`config.mk`:
```
export PLATFORM = sky130hd
export DESIGN_NAME = seq_detector_param
export DESIGN_NICKNAME = d
export VERILOG_FILES = /design/src/rtl/seq_detector_param.sv
export SDC_FILE = /design/constraint.sdc
export NUM_CORES = 1
export LEC_CHECK = 0
export CORE_ASPECT_RATIO = 0.9
export CORE_UTILIZATION = 55
export CTS_CLUSTER_SIZE = 24
export DETAILED_ROUTE_END_ITERATION = 16
export MAX_ROUTING_LAYER = met4
export PLACE_DENSITY = 0.86
export SYNTH_ARGS = -nofsm -noshare
export SYNTH_HDL_FRONTEND = slang
export SYNTH_SLANG_ARGS = --single-unit
```
`constraint.sdc`:
```
create_clock -name clk -period 3.8 [get_ports clk]
set_input_delay 0.57 -clock clk [delete_from_list [all_inputs] [get_ports clk]]
set_output_delay 0.57 -clock clk [all_outputs]
set_load 0.01 [all_outputs]
```
`src/rtl/seq_detector_param.sv`:
```
`default_nettype none
// ============================================================================
// Module : seq_detector_param
// Brief  : Run-time configurable serial pattern detector with a saturating
//          match counter (overlapping / non-overlapping modes).
// Rev    : 1.0  initial release
// ============================================================================
module seq_detector_param #(
    parameter int MAX_LEN = 8,
    parameter int CNT_W   = 8,
    parameter int LEN_W   = $clog2(MAX_LEN + 1)
) (
    input  logic               clk,
    input  logic               rst,
    input  logic               load,
    input  logic [MAX_LEN-1:0] pattern_in,
    input  logic [LEN_W-1:0]   len_in,
    input  logic               overlap_in,
    input  logic               x_valid,
    input  logic               x,
    input  logic               count_clr,
    output logic               z,
    output logic [CNT_W-1:0]   match_count,
    output logic [LEN_W-1:0]   cfg_len
);

    localparam logic [LEN_W-1:0] c_max_len = LEN_W'(MAX_LEN);
    localparam logic [CNT_W-1:0] c_cnt_max = '1;

    logic [MAX_LEN-1:0] r_pattern;
    logic [LEN_W-1:0]   r_len;
    logic               r_overlap;
    logic [MAX_LEN-1:0] r_hist;
    logic [LEN_W-1:0]   r_fill;
    logic               r_z;
    logic [CNT_W-1:0]   r_count;

    logic [LEN_W-1:0]   w_len_clamped;
    logic [MAX_LEN-1:0] w_hist_n;
    logic [LEN_W-1:0]   w_fill_n;
    logic [MAX_LEN-1:0] w_mask;
    logic               w_match;

    always_comb begin
        w_len_clamped = len_in;
        if (len_in == '0)
            w_len_clamped = LEN_W'(1);
        else if (len_in > c_max_len)
            w_len_clamped = c_max_len;
    end

    // Only the low r_len bits of history and pattern take part in the compare.
    always_comb begin
        w_mask = '0;
        for (int i = 0; i < MAX_LEN; i++)
            w_mask[i] = (LEN_W'(i) < r_len);
    end

    assign w_hist_n = {r_hist[MAX_LEN-2:0], x};
    assign w_fill_n = (r_fill == c_max_len) ? r_fill : r_fill + 1'b1;
    assign w_match  = x_valid && !load && (w_fill_n >= r_len) &&
                      (((w_hist_n ^ r_pattern) & w_mask) == '0);

    always_ff @(posedge clk) begin
        if (rst) begin
            r_pattern <= MAX_LEN'(5);
            r_len     <= LEN_W'(3);
            r_overlap <= 1'b0;
            r_hist    <= '0;
            r_fill    <= '0;
            r_z       <= 1'b0;
        end else if (load) begin
            r_pattern <= pattern_in;
            r_len     <= w_len_clamped;
            r_overlap <= overlap_in;
            r_hist    <= '0;
            r_fill    <= '0;
            r_z       <= 1'b0;
        end else if (x_valid) begin
            r_hist <= w_hist_n;
            // Non-overlap mode restarts the fill so matched bits are not reused.
            r_fill <= (w_match && !r_overlap) ? '0 : w_fill_n;
            r_z    <= w_match;
        end else begin
            r_z <= 1'b0;
        end
    end

    always_ff @(posedge clk) begin
        if (rst || count_clr)
            r_count <= '0;
        else if (w_match && (r_count != c_cnt_max))
            r_count <= r_count + 1'b1;
    end

    assign z           = r_z;
    assign match_count = r_count;
    assign cfg_len     = r_len;

endmodule
`default_nettype wire
```
; Word-level counts from Yosys, hierarchy flattened
; Cells that the tools add are included.
[totals]
word_cells = 40
regBits = 33
latch_bits = 0
out_inout_bits = 13
ramBits = 0
n_memories = 0
romBits = 0
inputBits = 19
[op_classes]
magnitude_cmp = 10
addsub = 2
shift = 0
eq_ne = 2
mux = 4
n_reduce_logical = 12
n_mul = 0
div_mod_pow = 0
bitwise = 3
[ops]
columns = op, count
row1 = 3-bit by 4-bit less-than comparator with 1-bit output (first input constant), 4
row2 = 4-bit two-way mux, 4
row3 = 8-bit by 1-bit adder with 8-bit output (second input constant), 1
row4 = 8-bit AND, 1
row5 = 8-bit zero test, 1
row6 = 1-bit by 4-bit less-than comparator with 1-bit output (first input constant), 2
row7 = 2-bit by 4-bit less-than comparator with 1-bit output (first input constant), 2
row8 = 8-bit != test (second input constant), 1
row9 = 8-bit bitwise XOR, 1
row10 = 1-bit logical AND, 5
row11 = 4-bit by 1-bit adder with 4-bit output (second input constant), 1
row12 = 4-bit equality test (second input constant), 1
row13 = 4-bit greater-or-equal comparator, 1
row14 = 4-bit > comparator (second input constant), 1
row15 = 4-bit zero test, 1
row16 = 3-bit OR reduction, 1
row17 = 1-bit zero test, 2
row18 = 2-bit OR reduction, 1
row19 = 1-bit logical OR, 1
row20 = 1-bit inverter, 1

; Logic depth before layout (Yosys ltp)
; Gate-level depths: netlist (run 1).
[logic_depth]
depth_word = 7
mapped_depth = 11

; Worst setup path after synthesis (run 1)
; OpenSTA, ideal clock, no wires.
[synth_timing]
path_type = reg-to-reg
from = register r_fill[0]
to = register r_count[6] (netlist: match_count[6])
stages_incl_launch_ff = 12
t_arrival_ns = 2.449
slack_ns = 1.265
n_path_buf = 0
required_time_ns = 3.714
setup_ns = 0.086
cell_sequence = dfxtp_1 -> inv_1 -> ha_1 -> nand3_1 -> xnor2_1 -> ha_1 -> nand2b_1 -> a2111oi_0 -> nor4b_4 -> nand3_1 -> nor3_1 -> a211oi_1
[synth_between]
elab_chain_len = 6
word_cells_on_any_way = 7
[synth_lines]
columns = element, line
row1 = "start, declared", 34  ; logic [LEN_W-1:0] r_fill;
row2 = "start signal, assigned", 82  ; r_fill <= (w_match && !r_overlap) ? '0 : w_fill_n;
row3 = 4-bit by 1-bit adder with 4-bit output / 4-bit equality test (equally long branches), 60  ; assign w_fill_n = (r_fill == c_max_len) ? r_fill : r_fill + 1'b1;
row4 = 4-bit two-way mux *, 60
row5 = 4-bit greater-or-equal comparator *, 61  ; assign w_match = x_valid && !load && (w_fill_n >= r_len) &&
row6 = 1-bit logical AND * (2 in a row), 61
row7 = 1-bit logical AND *, 92  ; else if (w_match && (r_count != c_cnt_max))
row8 = "end signal, assigned", 93  ; r_count <= r_count + 1'b1;
row9 = "end, declared", 36  ; logic [CNT_W-1:0] r_count;
; Every way passes the cells marked *; elsewhere a longest branch is shown, timed or not.
; A chain may end at the register's enable or synchronous reset.

; Worst setup path in the final report (run 1)
; Ends and elaborated chain as after synthesis.

==> flow_metrics.env, run 1 <==
export IMPL_status="completed"
export IMPL_detail_route_antenna_nets=0
export IMPL_antenna_found_initial=0
export IMPL_slew_headroom_pct=49.6
export IMPL_numCtsBuffers=5
export IMPL_drive_gt1_share_pct=8.17
export IMPL_nets=235
export IMPL_finalPower_mw=0.644
export IMPL_drt_initial_drc_count=104
export IMPL_cp_required_ns=4.07
export IMPL_clkTransAtPathRegs_ns=0.10
export IMPL_timing_final_ws_setup_ns=1.02
export IMPL_yosys_warnings=0
export IMPL_synth_compound_area_share_pct=12.8
export IMPL_overflow=0
export IMPL_cts_max_level=2
export IMPL_syn_instance_count=180
export IMPL_cts_resized=0
export IMPL_async_reset_ff_share_pct=0
export IMPL_grt_pass1_vias=1318
export IMPL_synthSimpleGateAreaFrac_pct=21.1
export IMPL_num_antenna_cells=0
export IMPL_yosysTopAreaCell="dfxtp_1"
export IMPL_vdd_ir_drop_max_uv=213
export IMPL_ys_seq_elements=33
export IMPL_dr_pass1_iters=4
export IMPL_synth_top_family_by_area="simple AND/OR/NAND/NOR gates"
export IMPL_worstSetupEndpointType="flip-flop"
export IMPL_clkSinkCount=33
export IMPL_fin_crit_sh_pct=73.2
export IMPL_ios=32
export IMPL_utilization_pct=72.3
export IMPL_clk_latency_ns=0.35
export IMPL_fillCellCount=225
export IMPL_synth_top_area_share_pct=39.1
export IMPL_postSynth_topFlopCell="dfxtp_1"
export IMPL_fmaxAchievable_mhz=360
export IMPL_stdcell_count=248
export IMPL_fp_dieArea_um2=3300
export IMPL_dp_slack_ns=1.01
export IMPL_dpl_hpwl_um=2680
export IMPL_core_area_um2=2840
export IMPL_ctsHoldBuffers=0
export IMPL_synthXorXnorAreaFrac_pct=7.85
export IMPL_dr_total_vias=1401
export IMPL_syn_nets=206
export IMPL_cts_tree="built"
export IMPL_hold_viol=0
export IMPL_period_minus_slack_ns=2.78
export IMPL_p_per_area_nw_per_um2=314
export IMPL_dp_cells=242
export IMPL_yosys_top_cells_area="dfxtp_1, mux2i_1, nor2_1"
export IMPL_power_leakage_nw=0.750
export IMPL_num_rows=18
export IMPL_hold_path_class="flip-flop to flip-flop"
export IMPL_drc_errors=0
export IMPL_maxCapViolCount=0
export IMPL_syn_to_final_growth_pct=21.4
export IMPL_ys_top_cells_by_count="dfxtp_1, nor2_1, mux2i_1, nand3_1, xnor2_1"
export IMPL_crit_path_max_fanout=4
export IMPL_dieWidth_um=60.4
export IMPL_cts_path_max_buffers=2
export IMPL_portBuffers=31
export IMPL_tightestPinTransition_ns=0.737
export IMPL_synthDistinctLibCells=47
export IMPL_routedWlPerCell_um=14.5
export IMPL_track_usage_pct=27.1
export IMPL_synth_most_common_cell="dfxtp_1"
export IMPL_synth_avg_cell_area_um2=9.38
export IMPL_synth_edff_count=0
export IMPL_fp_dieH_um=54.6
export IMPL_place_congestion=0.797
export IMPL_start_kind="flip-flop"
export IMPL_via_per_inst=5.65
export IMPL_finClkSkew_ns=0.00743
export IMPL_drv_slew=0
export IMPL_grt_pass1_wl_um=6200
export IMPL_synth_adder_area_share_pct=5.19
export IMPL_tns_ns=0
export IMPL_crit_arrival_ns=3.05
export IMPL_initial_utilization_pct=59.5
export IMPL_rsz0062_at_grt="no"
export IMPL_cts_root_buf="clkbuf_4"
export IMPL_synth_area_mux_share_pct=9.48
export IMPL_grt_max_degree=18
export IMPL_worstSetupPathType="flip-flop to flip-flop"
export IMPL_ys_seq_area_share_pct=39.1
export IMPL_wl_um=3600
export IMPL_finalSetupViolations=0
export IMPL_netlist_area_um2=1690
export IMPL_cts_setup_buffers=0
## through the flow
step                      area, um2  hold WS [ns]
after floorplan                1690         0.461
after global placement         2010         0.482
after detailed placement       2010         0.492
after CTS                      2050         0.505
after global routing           2050         0.545
final                          2050         0.503
## sequential cells by signal (all words and copies together), names as in the netlist
register	flops
r_overlap	1
z	1
r_fill	4
r_pattern	8
r_hist	7
cfg_len	4
match_count	8
## critical path: stages, from the launching register on
cell and delay (ns):
dfxtp_1 0.41, inv_1 0.10, ha_1 0.23, nand3_1 0.14, xnor2_1 0.15, ha_1 0.25
nand2b_1 0.14, a2111oi_0 0.68, nor4b_4 0.12, nand3_1 0.20, nor3_1 0.08, a211oi_1 0.21
## cells by family after synthesis
family	after synthesis
simple gates	62
flops	33
compound gates	32
buf+inv	17
mux	16
xor+xnor	13
fa+ha+maj	7
## report_power, final
part / switching [mW] / total, mW / internal [mW] / leakage, nW
sequential: 0.0138 / 0.369 / 0.356 / 0.269
combinational: 0.0439 / 0.0952 / 0.0514 / 0.455
clock: 0.116 / 0.179 / 0.0640 / 0.0269
## final timing paths
kind	startpoint	endpoint	slack [ns]	cells past startpoint
setup / recovery	r_fill[0]	match_count[6]	1.02	11
hold / removal	match_count[6]	match_count[6]	0.50	1
setup reg to reg	r_fill[0]	match_count[6]	1.02	11
hold reg to reg	match_count[6]	match_count[6]	0.50	1
## cells in the final DEF, fill, tap and decap left out, types with 2 or more instances in the layout
cell / count
dfxtp_1: 33
clkdlybuf4s50_1: 31
nor2_1: 24
mux2i_1: 16
xnor2_1: 10
nand3_1: 10
a21oi_1: 7
ha_1: 7
inv_1: 5
nand2_1: 5
clkbuf_4: 5
nand4_1: 4
o21ai_1: 4
o21ai_0: 3
o22ai_1: 3
o32ai_1: 3
or3_1: 3
a31oi_1: 2
inv_2: 2
xor2_1: 2
nor2b_1: 2
a211o_1: 2
## layer usage
layer	up-vias	GRT usage, %	part of all wire, %
met5	-	-	0
met4	0	8.71	1.8
met3	7	9.22	3.9
met2	29	43.2	49
met1	668	32.3	46
li1	697	-	-
## layout make-up
cell class | instances | area [um2] | area share (%)
Tap cell | 40 | 50.0 | 2.44
Sequential cell | 33 | 661 | 32.2
Timing Repair Buffer | 32 | 318 | 15.5
Multi-Input combinational cell | 130 | 953 | 46.5
Clock buffer | 5 | 37.5 | 1.83
Clock inverter | 1 | 5.00 | 0.244
Inverter | 7 | 26.3 | 1.28
Power figures use the tool's default switching activity.
==> run 2, diff against run 1 <==
--- a/config.mk
+++ b/config.mk
@@ -6,11 +6,11 @@
 export NUM_CORES = 1
 export LEC_CHECK = 0
 export CORE_ASPECT_RATIO = 0.9
-export CORE_UTILIZATION = 55
+export CORE_UTILIZATION = 51
 export CTS_CLUSTER_SIZE = 24
 export DETAILED_ROUTE_END_ITERATION = 16
 export MAX_ROUTING_LAYER = met4
-export PLACE_DENSITY = 0.86
+export PLACE_DENSITY = 0.8
 export SYNTH_ARGS = -nofsm -noshare
 export SYNTH_HDL_FRONTEND = slang
 export SYNTH_SLANG_ARGS = --single-unit
==> constraint.sdc (replaced) <==
create_clock -name clk -period 2.8 [get_ports clk]
set_input_delay 0.42 -clock clk [delete_from_list [all_inputs] [get_ports clk]]
set_output_delay 0.42 -clock clk [all_outputs]
set_load 0.01 [all_outputs]
==> run 2 against run 1 <==
  * Register-to-register slack got worse by 0.93 ns
  * Sequential share of layout area shrank 1.6 points
  * Maximum frequency increased by 2.6%
  * Flip-flop and latch count unchanged
  * Worst setup slack got worse by 0.93 ns
  * Cell count increased by 3.2%
  * Via count is 3.6% higher
  * Largest cell class unchanged
  * Largest power group unchanged
  * Highest routed layer unchanged
==> flow_metrics.env, run 2 (synthesis gave the netlist of run 1 again) <==
export IMPL_syn_to_final_growth_pct=28.0
export IMPL_routedWlPerCell_um=15.8
export IMPL_layout_common_cells="dfxtp_1, clkdlybuf4s50_1, nor2_1"
export IMPL_cts_root_buf="clkbuf_8"
export IMPL_antenna_found_initial=0
export IMPL_path_cells="inv_2, ha_1, nand3_1, xnor2_1, ha_1, nand2b_1, a2111oi_2, nor4b_4, nand3_4, buf_4, mux2i_1, nor2_1"
export IMPL_dpl_hpwl_um=2920
export IMPL_core_area_um2=3110
export IMPL_initial_utilization_pct=54.2
export IMPL_crit_path_max_fanout=10
export IMPL_period_minus_slack_ns=2.71
export IMPL_ios=32
export IMPL_timing_hold_ws_ns=0.518
export IMPL_fp_dieArea_um2=3550
export IMPL_fp_dieH_um=56.6
export IMPL_numCtsBuffers=5
export IMPL_crit_arrival_ns=2.89
export IMPL_overflow=0
export IMPL_num_antenna_cells=0
export IMPL_wl_um=4050
export IMPL_via_per_inst=5.67
export IMPL_cts_path_max_buffers=2
export IMPL_finClkSkew_ns=0.00628
export IMPL_startpoint="r_fill[0]"
export IMPL_finalSetupViolations=0
export IMPL_tns_ns=0
export IMPL_hold_path_class="flip-flop to flip-flop"
export IMPL_path_buf_inv=2
export IMPL_clkSinkCount=33
export IMPL_fillCellCount=249
export IMPL_place_congestion=0.845
export IMPL_fmaxAchievable_mhz=369
export IMPL_hold_viol=0
export IMPL_grt_pass1_wl_um=6760
export IMPL_clkTransAtPathRegs_ns=0.07
export IMPL_drt_initial_drc_count=159
export IMPL_cts_max_level=2
export IMPL_tightestPinTransition_ns=0.461
export IMPL_p_per_area_nw_per_um2=499
export IMPL_grt_max_degree=17
export IMPL_cts_tree="built"
export IMPL_slowest_stage="a2111oi_2"
export IMPL_detail_route_antenna_nets=0
export IMPL_cp_top_family="simple AND/OR/NAND/NOR gates"
export IMPL_final_common_cell="dfxtp_1"
export IMPL_cpPeakStageDelay_ns=0.52
export IMPL_min_from="r_pattern[6]"
export IMPL_status="completed"
export IMPL_maxCapViolCount=0
export IMPL_dieWidth_um=62.7
export IMPL_r2r_start="r_fill[0]"
export IMPL_clk_latency_ns=0.29
export IMPL_vdd_ir_drop_max_uv=346
export IMPL_num_rows=19
export IMPL_fin_crit_sh_pct=96.8
export IMPL_drv_slew=0
export IMPL_slew_headroom_pct=69.2
export IMPL_start_kind="flip-flop"
export IMPL_drc_errors=0
export IMPL_portBuffers=31
export IMPL_cp_required_ns=2.98
export IMPL_dr_pass1_iters=4
export IMPL_dr_total_vias=1452
export IMPL_cp_common_cell="ha_1"
export IMPL_drive_gt1_share_pct=12.6
export IMPL_worstSetupPathType="flip-flop to flip-flop"
export IMPL_track_usage_pct=25.9
export IMPL_nets=240
export IMPL_worstSetupEndpointType="flip-flop"
export IMPL_grt_pass1_vias=1463
export IMPL_power_leakage_nw=0.803
[run 2: changes by cell type in the layout (fill, tap and decap cells not counted), sizes merged]
cell / delta
buf: +5
bufinv: +1
[run 2: cell type report]
type / count / area (um2) / share of cell area, %
well taps: 42 / 52.6 / 2.43
inverters: 7 / 26.3 / 1.22
repair buffers: 37 / 355 / 16.4
flip-flops and latches: 33 / 662 / 30.6
clock inverters: 2 / 35.0 / 1.62
clock buffers: 5 / 68.8 / 3.18
multi-input cells: 130 / 962 / 44.5
[run 2: metrics by stage]
| step | util [%] | cells | cell area (um2) | total power, mW | setup slack (ns) |
|---|---|---|---|---|---|
| 2_1_floorplan | - | 180 | 1690 | 0.593 | 0.265 |
| 3_3_place_gp | 65.3 | 247 | 2030 | 0.639 | 0.175 |
| 3_5_place_dp | 65.3 | 247 | 2030 | 0.645 | -0.0434 |
| 4_1_cts | 68.7 | 254 | 2140 | 1.07 | 0.0235 |
| 5_1_grt | 69.4 | 256 | 2160 | 1.12 | -0.0396 |
| 6_report | 69.4 | 256 | 2160 | 1.08 | 0.0896 |
[run 2: power by group]
group	switching, mW	total [mW]	internal, mW
Combinational	0.0668	0.143	0.0758
Clock	0.177	0.435	0.258
Sequential	0.0170	0.500	0.483
[run 2: per-layer routing]
| layer | global-route usage [%] | vias up | routed length [um] |
|---|---|---|---|
| li1 | - | 705 | - |
| met1 | 30.0 | 680 | 1730 |
| met2 | 41.0 | 51 | 2000 |
| met3 | 7.11 | 16 | 200 |
| met4 | 13.3 | 0 | 116 |
| met5 | - | - | 0 |
[run 2: path summary, 6_finish.rpt]
path,endpoint,slack (ns),cells after the start
setup reg to reg,match_count[1],0.09,12
hold / removal,r_pattern[6],0.52,2
setup / recovery,match_count[1],0.09,12
hold reg to reg,r_pattern[6],0.52,2
[run 2: what timing repair did]
item / 4_1_cts / 5_1_grt
setup endpoints to repair: 6 / 11
gates resized for setup: 1 / 4
hold buffers: 0 / 0
pin swaps: 0 / 2
buffers inserted: 0 / 2
[run 2: worst register-to-register path, delay by kind of cell (launching register included)]
family	cells	cell delay, ns
flops	1	0.35
compound gates	1	0.52
simple gates	5	0.68
buf+inv	2	0.21
mux	1	0.19
xor+xnor	1	0.23
fa+ha+maj	2	0.44
==> run 3, diff against run 2 <==
--- a/config.mk
+++ b/config.mk
@@ -6,11 +6,11 @@
 export NUM_CORES = 1
 export LEC_CHECK = 0
 export CORE_ASPECT_RATIO = 0.9
-export CORE_UTILIZATION = 51
+export CORE_UTILIZATION = 35
 export CTS_CLUSTER_SIZE = 24
 export DETAILED_ROUTE_END_ITERATION = 16
 export MAX_ROUTING_LAYER = met4
-export PLACE_DENSITY = 0.8
+export PLACE_DENSITY = 0.59
 export SYNTH_ARGS = -nofsm -noshare
 export SYNTH_HDL_FRONTEND = slang
 export SYNTH_SLANG_ARGS = --single-unit
==> run 3 against run 2 <==
  * Clock skew about the same
  * Worst setup slack improved by 0.074 ns
  * Clock power fell by 9.0%
  * Via count is 4.1% lower
  * Largest cell class unchanged
  * First-iteration DRC count shrank 75%
  * Sequential power barely moved
  * Hold slack worse by 0.0077 ns
  * Flip-flop and latch count did not move
  * Maximum frequency up 2.8%
  * Critical path depth stayed put
==> flow_metrics.env, run 3 (synthesis gave the netlist of run 1 again) <==
export IMPL_place_congestion=0.861
export IMPL_power_frac_clock_pct=38.3
export IMPL_dpl_hpwl_um=2890
export IMPL_drv_slew=0
export IMPL_switching_power_mw=0.253
export IMPL_detail_route_antenna_nets=0
export IMPL_layout_common_cells="dfxtp_1, clkdlybuf4s50_1, nor2_1"
export IMPL_num_rows=23
export IMPL_dr_total_vias=1392
export IMPL_fillCellCount=465
export IMPL_crit_end="match_count[4]"
export IMPL_hold_viol=0
export IMPL_rsz0062_at_grt="no"
export IMPL_p_int_mw=0.780
export IMPL_pwr_share_seq_pct=48.3
export IMPL_grt_pass1_vias=1387
export IMPL_startpoint="r_fill[0]"
export IMPL_drt_initial_drc_count=40
export IMPL_nets=239
export IMPL_period_minus_slack_ns=2.64
export IMPL_cts_root_buf="clkbuf_8"
export IMPL_power_leakage_nw=0.800
export IMPL_r2r_cells=12
export IMPL_antenna_found_initial=0
export IMPL_min_from="match_count[6]"
export IMPL_worstSetupEndpointType="flip-flop"
export IMPL_overflow=0
export IMPL_wl_um=3770
export IMPL_vdd_ir_drop_max_uv=313
export IMPL_slew_headroom_pct=72.5
export IMPL_fp_dieH_um=67.9
export IMPL_cp_required_ns=3.02
export IMPL_crit_path_max_fanout=6
export IMPL_cts_path_max_buffers=2
export IMPL_clkSinkCount=33
export IMPL_drc_errors=0
export IMPL_fin_crit_sh_pct=94.2
export IMPL_track_usage_pct=16.6
export IMPL_path_cells="inv_1, ha_1, nand3_2, xnor2_1, ha_1, nand2b_1, a2111oi_2, nor4b_4, nand3_4, buf_4, or3_1, a21oi_1"
export IMPL_finalPower_mw=1.03
export IMPL_crit_arrival_ns=2.85
export IMPL_r2r_start="r_fill[0]"
export IMPL_cp_top_family="simple AND/OR/NAND/NOR gates"
export IMPL_syn_to_final_growth_pct=29.0
export IMPL_r2r_end="match_count[4]"
export IMPL_core_area_um2=4550
export IMPL_p_sw_share_pct=24.5
export IMPL_drive_gt1_share_pct=12.1
export IMPL_grt_pass1_wl_um=6170
export IMPL_numCtsBuffers=5
export IMPL_clkTransAtPathRegs_ns=0.07
export IMPL_cts_max_level=2
export IMPL_portBuffers=31
export IMPL_final_common_cell="dfxtp_1"
export IMPL_status="completed"
export IMPL_finalSetupViolations=0
export IMPL_cpPeakStageDelay_ns=0.38
export IMPL_rrSetupSlack_ns=0.16
export IMPL_worstSetupPathType="flip-flop to flip-flop"
export IMPL_ios=32
export IMPL_fp_dieArea_um2=5110
export IMPL_p_per_area_nw_per_um2=474
export IMPL_tns_ns=0
export IMPL_tightestPinTransition_ns=0.412
export IMPL_dr_pass1_iters=4
export IMPL_start_kind="flip-flop"
export IMPL_path_depth=12
export IMPL_grt_max_degree=18
export IMPL_seqCellArea_um2=662
export IMPL_path_buf_inv=2
export IMPL_routedWlPerCell_um=13.6
export IMPL_num_antenna_cells=0
export IMPL_fmaxAchievable_mhz=379
export IMPL_via_per_inst=5.04
export IMPL_dieWidth_um=75.2
export IMPL_multiInputGateArea_um2=965
export IMPL_hold_path_class="flip-flop to flip-flop"
export IMPL_clk_latency_ns=0.28
export IMPL_slowest_stage="nor4b_4"
export IMPL_finClkSkew_ns=0.00594
export IMPL_cts_tree="built"
export IMPL_initial_utilization_pct=37.1
export IMPL_pwr_share_comb_pct=13.4
export IMPL_cp_common_cell="ha_1"
export IMPL_maxCapViolCount=0
run 3: power groups by stage:
stage / clock, mW / combinational [mW] / sequential, mW
after floorplan: 0 / 0.0871 / 0.506
after global placement: 0 / 0.131 / 0.509
after detailed placement: 0 / 0.135 / 0.510
after CTS: 0.405 / 0.136 / 0.499
after global routing: 0.421 / 0.152 / 0.501
final: 0.396 / 0.138 / 0.499
run 3: how the worst min path moves through the flow:
stage	to	slack (ns)	depth (start not counted)
after floorplan	r_overlap	0.46	2
after global placement	match_count[6]	0.49	1
after detailed placement	match_count[6]	0.50	1
after CTS	match_count[6]	0.51	1
after global routing	match_count[6]	0.53	1
final	match_count[6]	0.51	1
run 3: final cells by class:
type	instances	share of cell area [%]
clock buffer	7	4.42
clock inverter	1	0.230
inverter	7	1.21
multi-input combinational	130	44.3
sequential	33	30.4
tap	62	3.56
timing repair buffer	36	16.0
run 3: what timing repair did:
action,4_1_cts,5_1_grt
buffers inserted,0,1
pin swaps,0,2
hold buffers,0,0
resized for setup,1,3
endpoints found under the setup margin,5,8
run 3: per-layer routing:
layer | routed length, um | global-route usage, %
met4 | 31 | 4.63
met2 | 1950 | 28.5
met3 | 110 | 4.12
met1 | 1680 | 19.3
met5 | 0 | -
run 3: through the flow:
stage / instance area [um2] / worst slack, ns / utilization [%] / hold WS [ns] / instances
4_1_cts: 2160 / 0.0753 / 47.5 / 0.508 / 275
3_3_place_gp: 2060 / 0.170 / 45.3 / 0.486 / 267
2_1_floorplan: 1690 / 0.265 / - / 0.461 / 180
3_5_place_dp: 2060 / 0.00824 / 45.3 / 0.496 / 267
5_1_grt: 2180 / 0.0100 / 47.9 / 0.527 / 276
6_report: 2180 / 0.163 / 47.9 / 0.511 / 276
